### config.mk
export PLATFORM = sky130hd
export DESIGN_NAME = cam_mem_arbiter
export DESIGN_NICKNAME = d
export VERILOG_FILES = /design/src/rtl/cam_mem_arbiter_pkg.sv /design/src/rtl/cam_mem_arbiter.sv
export SDC_FILE = /design/constraint.sdc
export NUM_CORES = 1
export LEC_CHECK = 0
export CAP_MARGIN = 40
export CORE_ASPECT_RATIO = 0.8
export CORE_UTILIZATION = 38
export DETAILED_ROUTE_END_ITERATION = 7
export PLACE_DENSITY_LB_ADDON = 0.25
export SLEW_MARGIN = 20
export SYNTH_ARGS = -nofsm -noshare
export SYNTH_HDL_FRONTEND = slang
export SYNTH_SLANG_ARGS = --single-unit
export TNS_END_PERCENT = 10
### constraint.sdc
create_clock -name clk -period 1.65 [get_ports clk]
set_input_delay 0.165 -clock clk [delete_from_list [all_inputs] [get_ports clk]]
set_output_delay 0.165 -clock clk [all_outputs]
set_load 0.05 [all_outputs]
### src/rtl/cam_mem_arbiter_pkg.sv
// cam_mem_arbiter_pkg
//   Shared camera-path definitions used by the capture/CPU RAM arbiter.
//   Holds the arbiter state encoding and the default bus widths and
//   starvation limit so that every user of the arbiter agrees on them.
//
//   Contents:
//     arb_state_e    - 2-bit arbiter FSM state encoding
//     DW_DEFAULT     - capture data bus MSB index (16-bit data)
//     AW_DEFAULT     - capture word address MSB index (12-bit address)
//     MAXC_DEFAULT   - back-to-back capture grants allowed while the CPU waits
package cam_mem_arbiter_pkg;

    typedef enum logic [1:0] {
        ST_IDLE    = 2'd0,
        ST_GNT_CAP = 2'd1,
        ST_GNT_CPU = 2'd2,
        ST_DONE    = 2'd3
    } arb_state_e;

    localparam int DW_DEFAULT   = 15;
    localparam int AW_DEFAULT   = 11;
    localparam int MAXC_DEFAULT = 4;

endpackage

### src/rtl/cam_mem_arbiter.sv
// cam_mem_arbiter
//   Shares one synchronous single-port RAM between the capture path
//   (read/write) and the CPU (read-only). Capture normally has priority;
//   once capture has been granted MAXC times in a row while the CPU waits,
//   the CPU is served next. Every access takes IDLE -> GNT -> DONE, with the
//   requester's ack pulsing in the DONE cycle.
//
//   Ports:
//     clk        in   system clock, rising edge
//     reset      in   asynchronous active-low reset
//     cap_req    in   capture request (level, held until cap_ack)
//     cap_we     in   capture write enable (1 = write)
//     cap_addr   in   capture word address
//     cap_wdata  in   capture write data
//     cap_ack    out  capture completion pulse
//     cap_rdata  out  capture read data, valid with cap_ack, then held
//     cpu_req    in   CPU read request (level, held until cpu_ack)
//     cpu_addr   in   CPU word address
//     cpu_ack    out  CPU completion pulse
//     cpu_rdata  out  CPU read data, valid with cpu_ack, then held
//     ram_en     out  RAM enable (registered)
//     ram_we     out  RAM write enable (registered)
//     ram_addr   out  RAM address (registered)
//     ram_wdata  out  RAM write data (registered)
//     ram_rdata  in   RAM read data, one cycle after ram_en
module cam_mem_arbiter
    import cam_mem_arbiter_pkg::*;
#(
    parameter int DW   = DW_DEFAULT,
    parameter int AW   = AW_DEFAULT,
    parameter int MAXC = MAXC_DEFAULT
) (
    input  logic          clk,
    input  logic          reset,
    input  logic          cap_req,
    input  logic          cap_we,
    input  logic [AW:0]   cap_addr,
    input  logic [DW:0]   cap_wdata,
    output logic          cap_ack,
    output logic [DW:0]   cap_rdata,
    input  logic          cpu_req,
    input  logic [AW:0]   cpu_addr,
    output logic          cpu_ack,
    output logic [DW:0]   cpu_rdata,
    output logic          ram_en,
    output logic          ram_we,
    output logic [AW:0]   ram_addr,
    output logic [DW:0]   ram_wdata,
    input  logic [DW:0]   ram_rdata
);

    localparam int            CW     = (MAXC < 1) ? 1 : $clog2(MAXC + 1);
    localparam logic [CW-1:0] MAXC_C = CW'(MAXC);

    arb_state_e    state;
    arb_state_e    next_state;
    logic          grant_cap;
    logic          grant_cpu;
    logic [CW-1:0] starve_cnt;
    logic          op_write;
    logic [DW:0]   cap_rdata_q;
    logic [DW:0]   cpu_rdata_q;

    // State register.
    always_ff @(posedge clk or negedge reset) begin
        if (!reset) begin
            state <= ST_IDLE;
        end else begin
            state <= next_state;
        end
    end

    // Arbitration and next state. Requests are only looked at in IDLE, so a
    // request still high during its own ack cycle is re-arbitrated only after
    // the FSM has returned to IDLE.
    always_comb begin
        next_state = state;
        grant_cap  = 1'b0;
        grant_cpu  = 1'b0;
        unique case (state)
            ST_IDLE: begin
                if (cpu_req && (!cap_req || starve_cnt == MAXC_C)) begin
                    grant_cpu  = 1'b1;
                    next_state = ST_GNT_CPU;
                end else if (cap_req) begin
                    grant_cap  = 1'b1;
                    next_state = ST_GNT_CAP;
                end
            end
            ST_GNT_CAP, ST_GNT_CPU: next_state = ST_DONE;
            ST_DONE:                next_state = ST_IDLE;
            default:                next_state = ST_IDLE;
        endcase
    end

    // RAM port, acks and read-data holding registers. The RAM strobes are
    // loaded from the winner on the granting edge and dropped on the next
    // edge, giving exactly one enabled cycle. The ack flops follow the GNT
    // states by one edge so they are high only during DONE.
    always_ff @(posedge clk or negedge reset) begin
        if (!reset) begin
            ram_en      <= 1'b0;
            ram_we      <= 1'b0;
            ram_addr    <= '0;
            ram_wdata   <= '0;
            cap_ack     <= 1'b0;
            cpu_ack     <= 1'b0;
            op_write    <= 1'b0;
            cap_rdata_q <= '0;
            cpu_rdata_q <= '0;
        end else begin
            cap_ack <= (state == ST_GNT_CAP);
            cpu_ack <= (state == ST_GNT_CPU);
            if (grant_cap) begin
                ram_en    <= 1'b1;
                ram_we    <= cap_we;
                ram_addr  <= cap_addr;
                ram_wdata <= cap_wdata;
                op_write  <= cap_we;
            end else if (grant_cpu) begin
                ram_en   <= 1'b1;
                ram_we   <= 1'b0;
                ram_addr <= cpu_addr;
            end else begin
                ram_en <= 1'b0;
                ram_we <= 1'b0;
            end
            if (cap_ack && !op_write) begin
                cap_rdata_q <= ram_rdata;
            end
            if (cpu_ack) begin
                cpu_rdata_q <= ram_rdata;
            end
        end
    end

    // Starvation counter: counts capture wins while the CPU is waiting and
    // saturates at MAXC, which is what hands the next grant to the CPU.
    always_ff @(posedge clk or negedge reset) begin
        if (!reset) begin
            starve_cnt <= '0;
        end else if (!cpu_req || grant_cpu) begin
            starve_cnt <= '0;
        end else if (grant_cap && starve_cnt != MAXC_C) begin
            starve_cnt <= starve_cnt + CW'(1);
        end
    end

    // RAM data arrives during DONE, so the ack cycle shows it directly and
    // the holding register covers every cycle after that.
    assign cap_rdata = (cap_ack && !op_write) ? ram_rdata : cap_rdata_q;
    assign cpu_rdata = cpu_ack ? ram_rdata : cpu_rdata_q;

endmodule

==> results of run 1 <==
-- how the worst min path moves through the flow --
stage | start | to | slack (ps) | cells past startpoint
after floorplan | reset | cap_ack$_DFF_PN0_ | -130 | 0
after global placement | reset | ram_wdata[9]$_DFFE_PN0N_ | 220 | 2
after detailed placement | reset | ram_wdata[9]$_DFFE_PN0N_ | 220 | 2
after CTS | cpu_addr[7] | ram_addr[7]$_DFFE_PN0P_ | 370 | 3
after global routing | reset | ram_wdata[10]$_DFFE_PN0N_ | 390 | 3
final | reset | ram_wdata[13]$_DFFE_PN0N_ | 370 | 3
-- cells in the final DEF, fill, tap and decap left out, types with 9 or more instances in the layout --
| master | Yosys | routed |
|---|---|---|
| nor2_1 | 15 | 15 |
| clkbuf_8 | 0 | 10 |
| mux2_1 | 40 | 9 |
| a21oi_1 | 14 | 14 |
| mux2_2 | 1 | 16 |
| buf_4 | 1 | 50 |
| a41oi_1 | 12 | 12 |
| o21ai_1 | 11 | 11 |
| buf_12 | 0 | 14 |
| dfrtp_1 | 70 | 68 |
| mux2_4 | 9 | 25 |
| clkdlybuf4s50_1 | 0 | 59 |
| dlygate4sd2_1 | 0 | 9 |
-- per-stage QoR --
stage / cell area (um2) / hold slack, ps / utilization (%)
final: 4800 / 371 / 64.6
after global routing: 4800 / 392 / 64.6
after CTS: 4760 / 366 / 64.2
after detailed placement: 4380 / 219 / 59.0
after global placement: 4380 / 220 / 59.0
after floorplan: 2940 / -131 / -
-- repair_timing --
action,CTS,global route
hold endpoints to repair,70,0
resized for setup,47,11
setup endpoints to repair,42,47
setup buffers,2,2
hold buffers,1,0
gates cloned,1,0
-- per-layer routing --
metal  vias to the layer above  GRT usage [%]  part of all wire, %
li1                       1050              -                    -
met1                      1102           23.3                   44
met2                        94           31.4                   48
met3                         6           6.79                  7.3
met4                         0           3.62                 0.56
met5                         -              0                    0
-- sequential cells by signal, indices dropped and copies added, names as in the netlist --
| name | cells |
|---|---|
| cap_rdata_q | 16 |
| cpu_rdata_q | 16 |
| ram_wdata | 16 |
| ram_addr | 12 |
| starve_cnt | 3 |
| state | 2 |
| cap_ack | 1 |
| cpu_ack | 1 |
| op_write | 1 |
| ram_en | 1 |
| ram_we | 1 |
-- cell families after synthesis --
kind of cell | share of synthesized area, %
flip-flops | 59.7
multiplexers | 20.3
AO/OA/AOI/OAI | 9.76
AND/OR/NAND/NOR | 5.07
buffers and inverters | 3.07
adder cells (fa/ha/maj) | 2.13
-- critical path, delay by kind of cell (launching register included) --
kind	cells	cell delay, ps
buffers and inverters	2	330
DFF	1	410
muxes	1	330
and+or+nand+nor	1	200
-- synth_stat cells --
| cell | number |
|---|---|
| nor3b_1 | 1 |
| buf_6 | 1 |
| o22ai_1 | 1 |
| mux2_1 | 40 |
| nor2_1 | 15 |
| o21ai_1 | 11 |
| nor2_8 | 1 |
| nand3_1 | 1 |
| a21bo_2 | 1 |
| mux2_2 | 1 |
| and2_1 | 2 |
| nand2_1 | 1 |
| buf_4 | 1 |
| inv_1 | 4 |
| dfrtp_1 | 70 |
| nor2b_1 | 2 |
| o21a_1 | 2 |
| clkbuf_1 | 6 |
| ha_1 | 5 |
| a21oi_1 | 14 |
| inv_2 | 1 |
| nand3b_1 | 1 |
| a41oi_1 | 12 |
| nand2_2 | 1 |
| mux2_4 | 9 |
| buf_2 | 6 |
| and3_4 | 1 |
| nand2b_1 | 1 |
| a22oi_1 | 2 |
| o21ai_0 | 2 |
-- area by class of cell --
type | instances | area [um2]
Multi-Input combinational cell | 127 | 1180
Clock inverter | 6 | 109
Clock buffer | 10 | 138
Tap cell | 105 | 131
Sequential cell | 70 | 1760
Inverter | 5 | 18.8
Fill cell | 596 | 2630
Timing Repair Buffer | 144 | 1470
==> metrics.md, run 1 <==
| Metric | Value |
|---|---|
| Synthesized area | `2940 um2` |
| Starting Density | `39.5%` |
| RSZ-0062 raised after global routing | `yes` |
| Initial antenna violation count | `0` |
| Io pins | `125` |
| Vias | `2252` |
| Worst slack, placed | `24.0 ps` |
| Tmin final | `1760 ps` |
| Period utilization | `107%` |
| Post-synthesis cell count | `216` |
| Die width | `100 um` |
| Gr ovfl total | `0` |
| Worst setup SP type | `register` |
| Starting DRT DRC Count | `69` |
| Layout cells sized above 1 | `39.0%` |
| Final setup violation count | `32` |
| Clk sinks | `70` |
| Routed len/inst | `15.4 um` |
| Crit path required time | `1480 ps` |
| Vias in the first global route | `2328` |
| Placer congestion estimate | `0.731` |
| R2R setup slack | `90 ps` |
| Final Max Slew Viols | `0` |
| Clock H-tree levels | `3` |
| Placed Cells | `445` |
| Worst skew pair latency | `340 ps` |
| RR Startpoint | `starve_cnt[0]$_DFFE_PN0P_` |
| Global Route Usage Sum | `18.7%` |
| Area grow syn2layout | `63.5%` |
| Top-area cell type share of the netlist area | `59.7%` |
| CP max FO | `6` |
| Post-DP HPWL | `5060 um` |
| Final Hold Vio Count | `0` |
| CTS Root Cell | `clkbuf_8` |
| Yosys reg bits | `70` |
| NumNets Final | `423` |
| Synth top area cells | `dfrtp_1, mux2_1, mux2_4, a41oi_1, a21oi_1` |
| Die height | `80.6 um` |
| Post-route setup TNS | `-1740 ps` |
| CTS max path bufs | `2` |
| Reg clk slew, reported paths | `80 ps` |
| Router iterations before antenna repair | `4` |
| Final cell count without fillers | `467` |
| CP arrival | `1600 ps` |
| ANT nets after route | `0` |
| Post-synthesis sequential area ratio | `59.7%` |
| Slew Limit Headroom | `65.3%` |
| DRC viols | `0` |
| Row Count | `28` |
| Worst Setup End Kind | `primary output` |
| Slew @ Worst Pin | `519 ps` |
| DIE AREA | `8090 um2` |
| CP max-delay cell | `dfrtp_1` |
| Violated checks | `setup timing` |
| Antenna fix cells | `0` |
| Mapped Nets | `282` |
| Post-synthesis area per instance | `13.6 um2` |
| Critical path startpoint | `op_write$_DFFE_PN0N_` |
| Vias per cell | `4.82` |
| Port Buf Inserts | `124` |
| Distinct cells, synth | `30` |
| Drt total wl | `7190 um` |
| Clock skew | `8.89 ps` |
| Highest clock rate | `0.568 GHz` |
| CTS tree | `built` |
| CORE AREA | `7430 um2` |
| Largest stage delay, worst path | `410 ps` |
| Outcome | `finished, violations left` |
| Crit Path Class | `register to primary output` |
| Hold WC Path Type | `primary input to asynchronous set/reset pin` |
| First-pass GRT wire length | `11500 um` |
| Largest area contributor in the netlist | `dfrtp_1` |
| Crit-path cells | `nor2b_4 > buf_6 > mux2_4 > buf_12` |
| CP Capture Point | `cap_rdata[8]` |
| Max Cap Violations | `0` |
| Reg2reg path depth | `6` |
| Largest net degree at the start of global routing | `71` |
| Final WS setup | `-112 ps` |
| Synth warn | `0` |
| Clock buffer count from CTS | `9` |
| Reg2reg end | `ram_wdata[15]$_DFFE_PN0N_` |
Power of run 1 is left out: the tool's default activity adds up to more than one toggle a clock period on the data nets, which glitch-free logic cannot reach.
==> run 2: changes to the inputs <==
Clock period 1.65 ns to 1.5 ns, I/O delays scaled along.
==> run 2 against run 1 <==
The run still ends with setup timing left. Sequential share of layout area down 0.73 points. Worst setup slack got worse by 77 ps. Critical path type unchanged. Largest cell class unchanged. Clock skew down 0.55 ps. Non-clock buffer count rose by 8. Count of clock-buffer cells in the layout unchanged. Final cell count rose by 1.7%. Critical path depth unchanged. Sequential cell count is the same. Die area stayed put. Via count rose by 0.13%. Global-route usage fell by 0.67 points.
==> metrics.md, run 2 (synthesis results as in run 1) <==
| Metric | Value |
|---|---|
| GR Util met2 | `29.9%` |
| Largest stage delay, worst path | `400 ps` |
| Vias | `2255` |
| Initial antenna violation count | `0` |
| Period utilization | `113%` |
| Worst slack, placed | `-97.6 ps` |
| First-pass GRT wire length | `11100 um` |
| Io pins | `125` |
| CP max FO | `6` |
| Vias in the first global route | `2267` |
| Die width | `100 um` |
| CP max-delay cell | `dfrtp_1` |
| Row Count | `28` |
| Post-route setup TNS | `-4540 ps` |
| Die height | `80.6 um` |
| CTS tree | `built` |
| DIE AREA | `8090 um2` |
| Crit Path Class | `register to primary output` |
| CP arrival | `1540 ps` |
| Outcome | `finished, violations left` |
| Final WS setup | `-189 ps` |
| Finished Cell Area | `4900 um2` |
| Hold WC Path Type | `primary input to asynchronous set/reset pin` |
| Reg clk slew, reported paths | `70 ps` |
| Antenna fix cells | `0` |
| Crit path required time | `1350 ps` |
| Met3 Use GR | `5.74%` |
| Starting Density | `39.5%` |
| Drt total wl | `7140 um` |
| CTS max path bufs | `2` |
| Violated checks | `setup timing` |
| DP Area | `4390 um2` |
| Final cell count without fillers | `475` |
| Starting DRT DRC Count | `43` |
| CTS Root Cell | `clkbuf_8` |
| Final Max Slew Viols | `0` |
| Placed Cells | `454` |
| Port Buf Inserts | `124` |
| Tmin final | `1690 ps` |
| Clock H-tree levels | `3` |
| Final Hold Vio Count | `0` |
| Placer congestion estimate | `0.759` |
| Clock skew | `8.34 ps` |
| Clock buffer count from CTS | `9` |
| Global Route Usage Sum | `18.0%` |
| DRC viols | `0` |
| Vias per cell | `4.75` |
| Post-DP HPWL | `5020 um` |
| Crit path top cell by count | `buf_6` |
| Commonest cells after routing, fill and taps aside | `dfrtp_1, clkdlybuf4s50_1, buf_4` |
| Router iterations before antenna repair | `4` |
| Largest net degree at the start of global routing | `36` |
| Gr ovfl total | `0` |
| Filler cells | `578` |
| Grt peak-use layer | `met2` |
| Worst skew pair latency | `330 ps` |
| Clk sinks | `70` |
| Routed len/inst | `15.0 um` |
| CORE AREA | `7430 um2` |
| Highest clock rate | `0.592 GHz` |
| Layout cells sized above 1 | `45.7%` |
| ANT nets after route | `0` |
| NumNets Final | `431` |
| Max Cap Violations | `0` |
| Slew @ Worst Pin | `342 ps` |
| Most common cell after layout, fill and taps aside | `dfrtp_1` |
| RSZ-0062 raised after global routing | `yes` |
| Final setup violation count | `32` |
| Met1 GRT Util | `23.0%` |
| Top Registers | `cap_rdata_q (16), cpu_rdata_q (16), ram_wdata (16)` |
| Slew Limit Headroom | `77.2%` |
| Worst setup SP type | `register` |
| Area grow syn2layout | `66.8%` |
| Crit-path cells | `nor2b_4 > buf_6 > mux2_4 > buf_6` |
| Worst Setup End Kind | `primary output` |
==> run 2: cell types whose count changed in the layout (fill, tap and decap cells not counted), sizes merged <==
| cell | before | now |
|---|---|---|
| clkinvlp | 0 | 2 |
| buf | 73 | 92 |
| dlymetal6s2s | 2 | 0 |
| dlygate4sd2 | 9 | 0 |
| clkinv | 3 | 1 |
==> run 2: final timing paths <==
path                       slack [ps]                      start                         to  depth (start not counted)
hold / removal                    270                      reset   cap_rdata_q[3]$_DFF_PN0_                          2
setup reg to reg                   10  starve_cnt[1]$_DFFE_PN0P_   ram_wdata[1]$_DFFE_PN0N_                          6
max in group asynchronous         720                      reset   cpu_rdata_q[0]$_DFF_PN0_                          3
setup / recovery                 -190       op_write$_DFFE_PN0N_               cap_rdata[4]                          4
min in group clk                  370                cpu_addr[0]    ram_addr[0]$_DFFE_PN0P_                          3
hold reg to reg                   500  cap_rdata_q[10]$_DFF_PN0_  cap_rdata_q[10]$_DFF_PN0_                          1
==> run 2: per-stage QoR <==
stage                     hold slack, ps  util [%]
after floorplan                     -146         -
after global placement              77.9      59.1
after detailed placement            79.6      59.1
after CTS                            265      65.3
after global routing                 268      66.0
final                                271      66.0
==> run 2: area by class of cell <==
type	count	area, um2	area share, %
Timing Repair Buffer	152	1500	30.6
Sequential cell	70	1760	35.9
Tap cell	105	131	2.68
Clock inverter	6	110	2.25
Multi-Input combinational cell	127	1260	25.6
Inverter	5	18.8	0.383
Clock buffer	10	128	2.61
==> run 2: what timing repair did <==
action / CTS / global route
gates resized for setup: 55 / 13
hold buffers: 1 / 0
hold endpoints to repair: 23 / 0
cloned: 0 / 0
buffers inserted: 4 / 0
setup endpoints to repair: 48 / 48
==> run 2: routing by layer <==
metal | share of wire, % | vias up
met3 | 6.0 | 4
li1 | - | 1065
met1 | 45 | 1109
met2 | 48 | 77
met4 | 0.42 | 0
met5 | 0 | -
==> run 2: critical path: cells and delay by family, from the launching register on <==
| kind | cells | cell delay, ps |
|---|---|---|
| muxes | 1 | 320 |
| buffers and inverters | 2 | 330 |
| DFF | 1 | 400 |
| and+or+nand+nor | 1 | 160 |
Power of run 2 is left out for the same reason.
==> run 3: changes to the inputs <==
--- a/config.mk
+++ b/config.mk
@@ -8,4 +8,5 @@
 export CAP_MARGIN = 40
 export CORE_ASPECT_RATIO = 0.8
+export CORE_MARGIN = 4
 export CORE_UTILIZATION = 38
 export DETAILED_ROUTE_END_ITERATION = 7
==> constraint.sdc (replaced) <==
create_clock -name clk -period 1.5 [get_ports clk]
set_input_delay 0.225 -clock clk [delete_from_list [all_inputs] [get_ports clk]]
set_output_delay 0.225 -clock clk [all_outputs]
set_load 0.05 [all_outputs]
==> run 3 against run 2 <==
The run still ends with setup timing left. Count of clock-buffer cells in the layout grew 1. Routed wire length up 7.8%. Sequential share of layout area down 0.60 points. Worst hold slack improved by 90 ps. Worst setup slack got worse by 160 ps. Clock skew increased by 1.4 ps. Design area increased by 1.7%. Utilization grew 0.81 points. Critical path depth unchanged. Die area grew 14%. Critical path type unchanged. Highest routed layer unchanged.
==> metrics.md, run 3 (synthesis results as in run 1) <==
| Metric | Value |
|---|---|
| Die height | `86.6 um` |
| Commonest cells after routing, fill and taps aside | `dfrtp_1, clkdlybuf4s50_1, buf_4` |
| Reg2reg path depth | `6` |
| Router iterations before antenna repair | `4` |
| First-pass GRT wire length | `12200 um` |
| CP arrival | `1630 ps` |
| Starting Density | `39.4%` |
| Post-DP HPWL | `5430 um` |
| Worst setup SP type | `register` |
| Tightest hold margin | `361 ps` |
| Vias | `2285` |
| Final setup violation count | `35` |
| CORE AREA | `7460 um2` |
| Initial antenna violation count | `0` |
| DRC viols | `0` |
| CP max-delay cell | `dfrtp_1` |
| R2R setup slack | `-20 ps` |
| Vias in the first global route | `2360` |
| Max Cap Violations | `0` |
| Gr ovfl total | `0` |
| Placer congestion estimate | `0.790` |
| Die width | `106 um` |
| CTS max path bufs | `2` |
| DIE AREA | `9210 um2` |
| Most common cell after layout, fill and taps aside | `dfrtp_1` |
| Largest net degree at the start of global routing | `33` |
| Starting DRT DRC Count | `41` |
| Clock buffer count from CTS | `9` |
| Post-layout util | `66.8%` |
| Crit path required time | `1270 ps` |
| Clock skew | `9.71 ps` |
| Hold WC Path Type | `primary input to asynchronous set/reset pin` |
| Io pins | `125` |
| Top Registers | `cap_rdata_q (16), cpu_rdata_q (16), ram_wdata (16)` |
| CTS Root Cell | `clkbuf_8` |
| Largest stage delay, worst path | `410 ps` |
| Layout cells sized above 1 | `46.1%` |
| CTS tree | `built` |
| Crit Path Class | `register to primary output` |
| Clock H-tree levels | `3` |
| RSZ-0062 raised after global routing | `yes` |
| ANT nets after route | `0` |
| Clk sinks | `70` |
| Vias per cell | `4.78` |
| Reg clk slew, reported paths | `80 ps` |
| Slew @ Worst Pin | `434 ps` |
| Port Buf Inserts | `124` |
| Violated checks | `setup timing` |
| Crit-path cells | `nor2b_4 > clkbuf_16 > mux2_4 > buf_6` |
| Worst skew pair latency | `350 ps` |
| Final Hold Vio Count | `0` |
| Row Count | `28` |
| CP max FO | `8` |
| Tmin final | `1850 ps` |
| Global Route Usage Sum | `17.1%` |
| Final Max Slew Viols | `0` |
| NumNets Final | `434` |
| Period utilization | `124%` |
| Worst Setup End Kind | `primary output` |
| Area grow syn2layout | `69.7%` |
| Drt total wl | `7690 um` |
| Outcome | `finished, violations left` |
| Routed len/inst | `16.1 um` |
| Slew Limit Headroom | `71.1%` |
| Filler cells | `563` |
| Highest clock rate | `0.539 GHz` |
| Final WS setup | `-354 ps` |
| Antenna fix cells | `0` |
## run 3: changes by cell type in the layout (fill, tap and decap cells not counted), sizes merged
cell      change
bufinv        -1
buf           +2
clkbuf        +2
clkinvlp      -1
inv           +1
## run 3: metal layers
layer / GRT usage, % / vias up / routed length, um
li1: - / 1073 / -
met1: 20.8 / 1121 / 3370
met2: 29.1 / 84 / 3740
met3: 6.33 / 7 / 519
met4: 4.35 / 0 / 62
met5: 0 / - / 0
## run 3: worst max-delay path: cells and delay by family, from the launching register on
| kind | cells | cell delay [ps] |
|---|---|---|
| and+or+nand+nor | 1 | 200 |
| muxes | 1 | 320 |
| DFF | 1 | 410 |
| buffers and inverters | 2 | 360 |
## run 3: final timing paths
path / startpoint / to
max in group asynchronous: reset / cap_rdata_q[8]$_DFF_PN0_
max reg2reg: state[0]$_DFFE_PN0P_ / ram_wdata[3]$_DFFE_PN0N_
min reg2reg: ram_wdata[1]$_DFFE_PN0N_ / ram_wdata[1]$_DFFE_PN0N_
min in group clk: cpu_addr[4] / ram_addr[4]$_DFFE_PN0P_
min: reset / cpu_rdata_q[10]$_DFF_PN0_
max: op_write$_DFFE_PN0N_ / cap_rdata[10]
## run 3: cell type report
cell class / instances / area (um2) / area share (%)
Sequential cell: 70 / 1760 / 35.3
Timing Repair Buffer: 155 / 1600 / 32.0
Inverter: 5 / 18.8 / 0.377
Multi-Input combinational cell: 127 / 1260 / 25.2
Clock inverter: 5 / 81.3 / 1.63
Clock buffer: 11 / 141 / 2.84
Tap cell: 105 / 131 / 2.64
## run 3: timing repair
action | 4_1_cts | 5_1_grt
gates resized for setup | 68 | 11
endpoints found under the setup margin | 61 | 57
cloned | 1 | 0
hold buffers | 1 | 0
pin swaps | 1 | 0
hold endpoints to repair | 29 | 0
buffers inserted | 3 | 2
## run 3: through the flow
stage	cell area, um2	setup slack, ps	instances	setup TNS [ps]
finish	4980	-354	478	-8470
global route	4980	-415	478	-11280
CTS	4930	-367	476	-9200
detailed placement	4420	-185	455	-4130
global placement	4420	-142	455	-2750
floorplan	3030	-81.0	216	-3270
Power of run 3 is left out for the same reason.
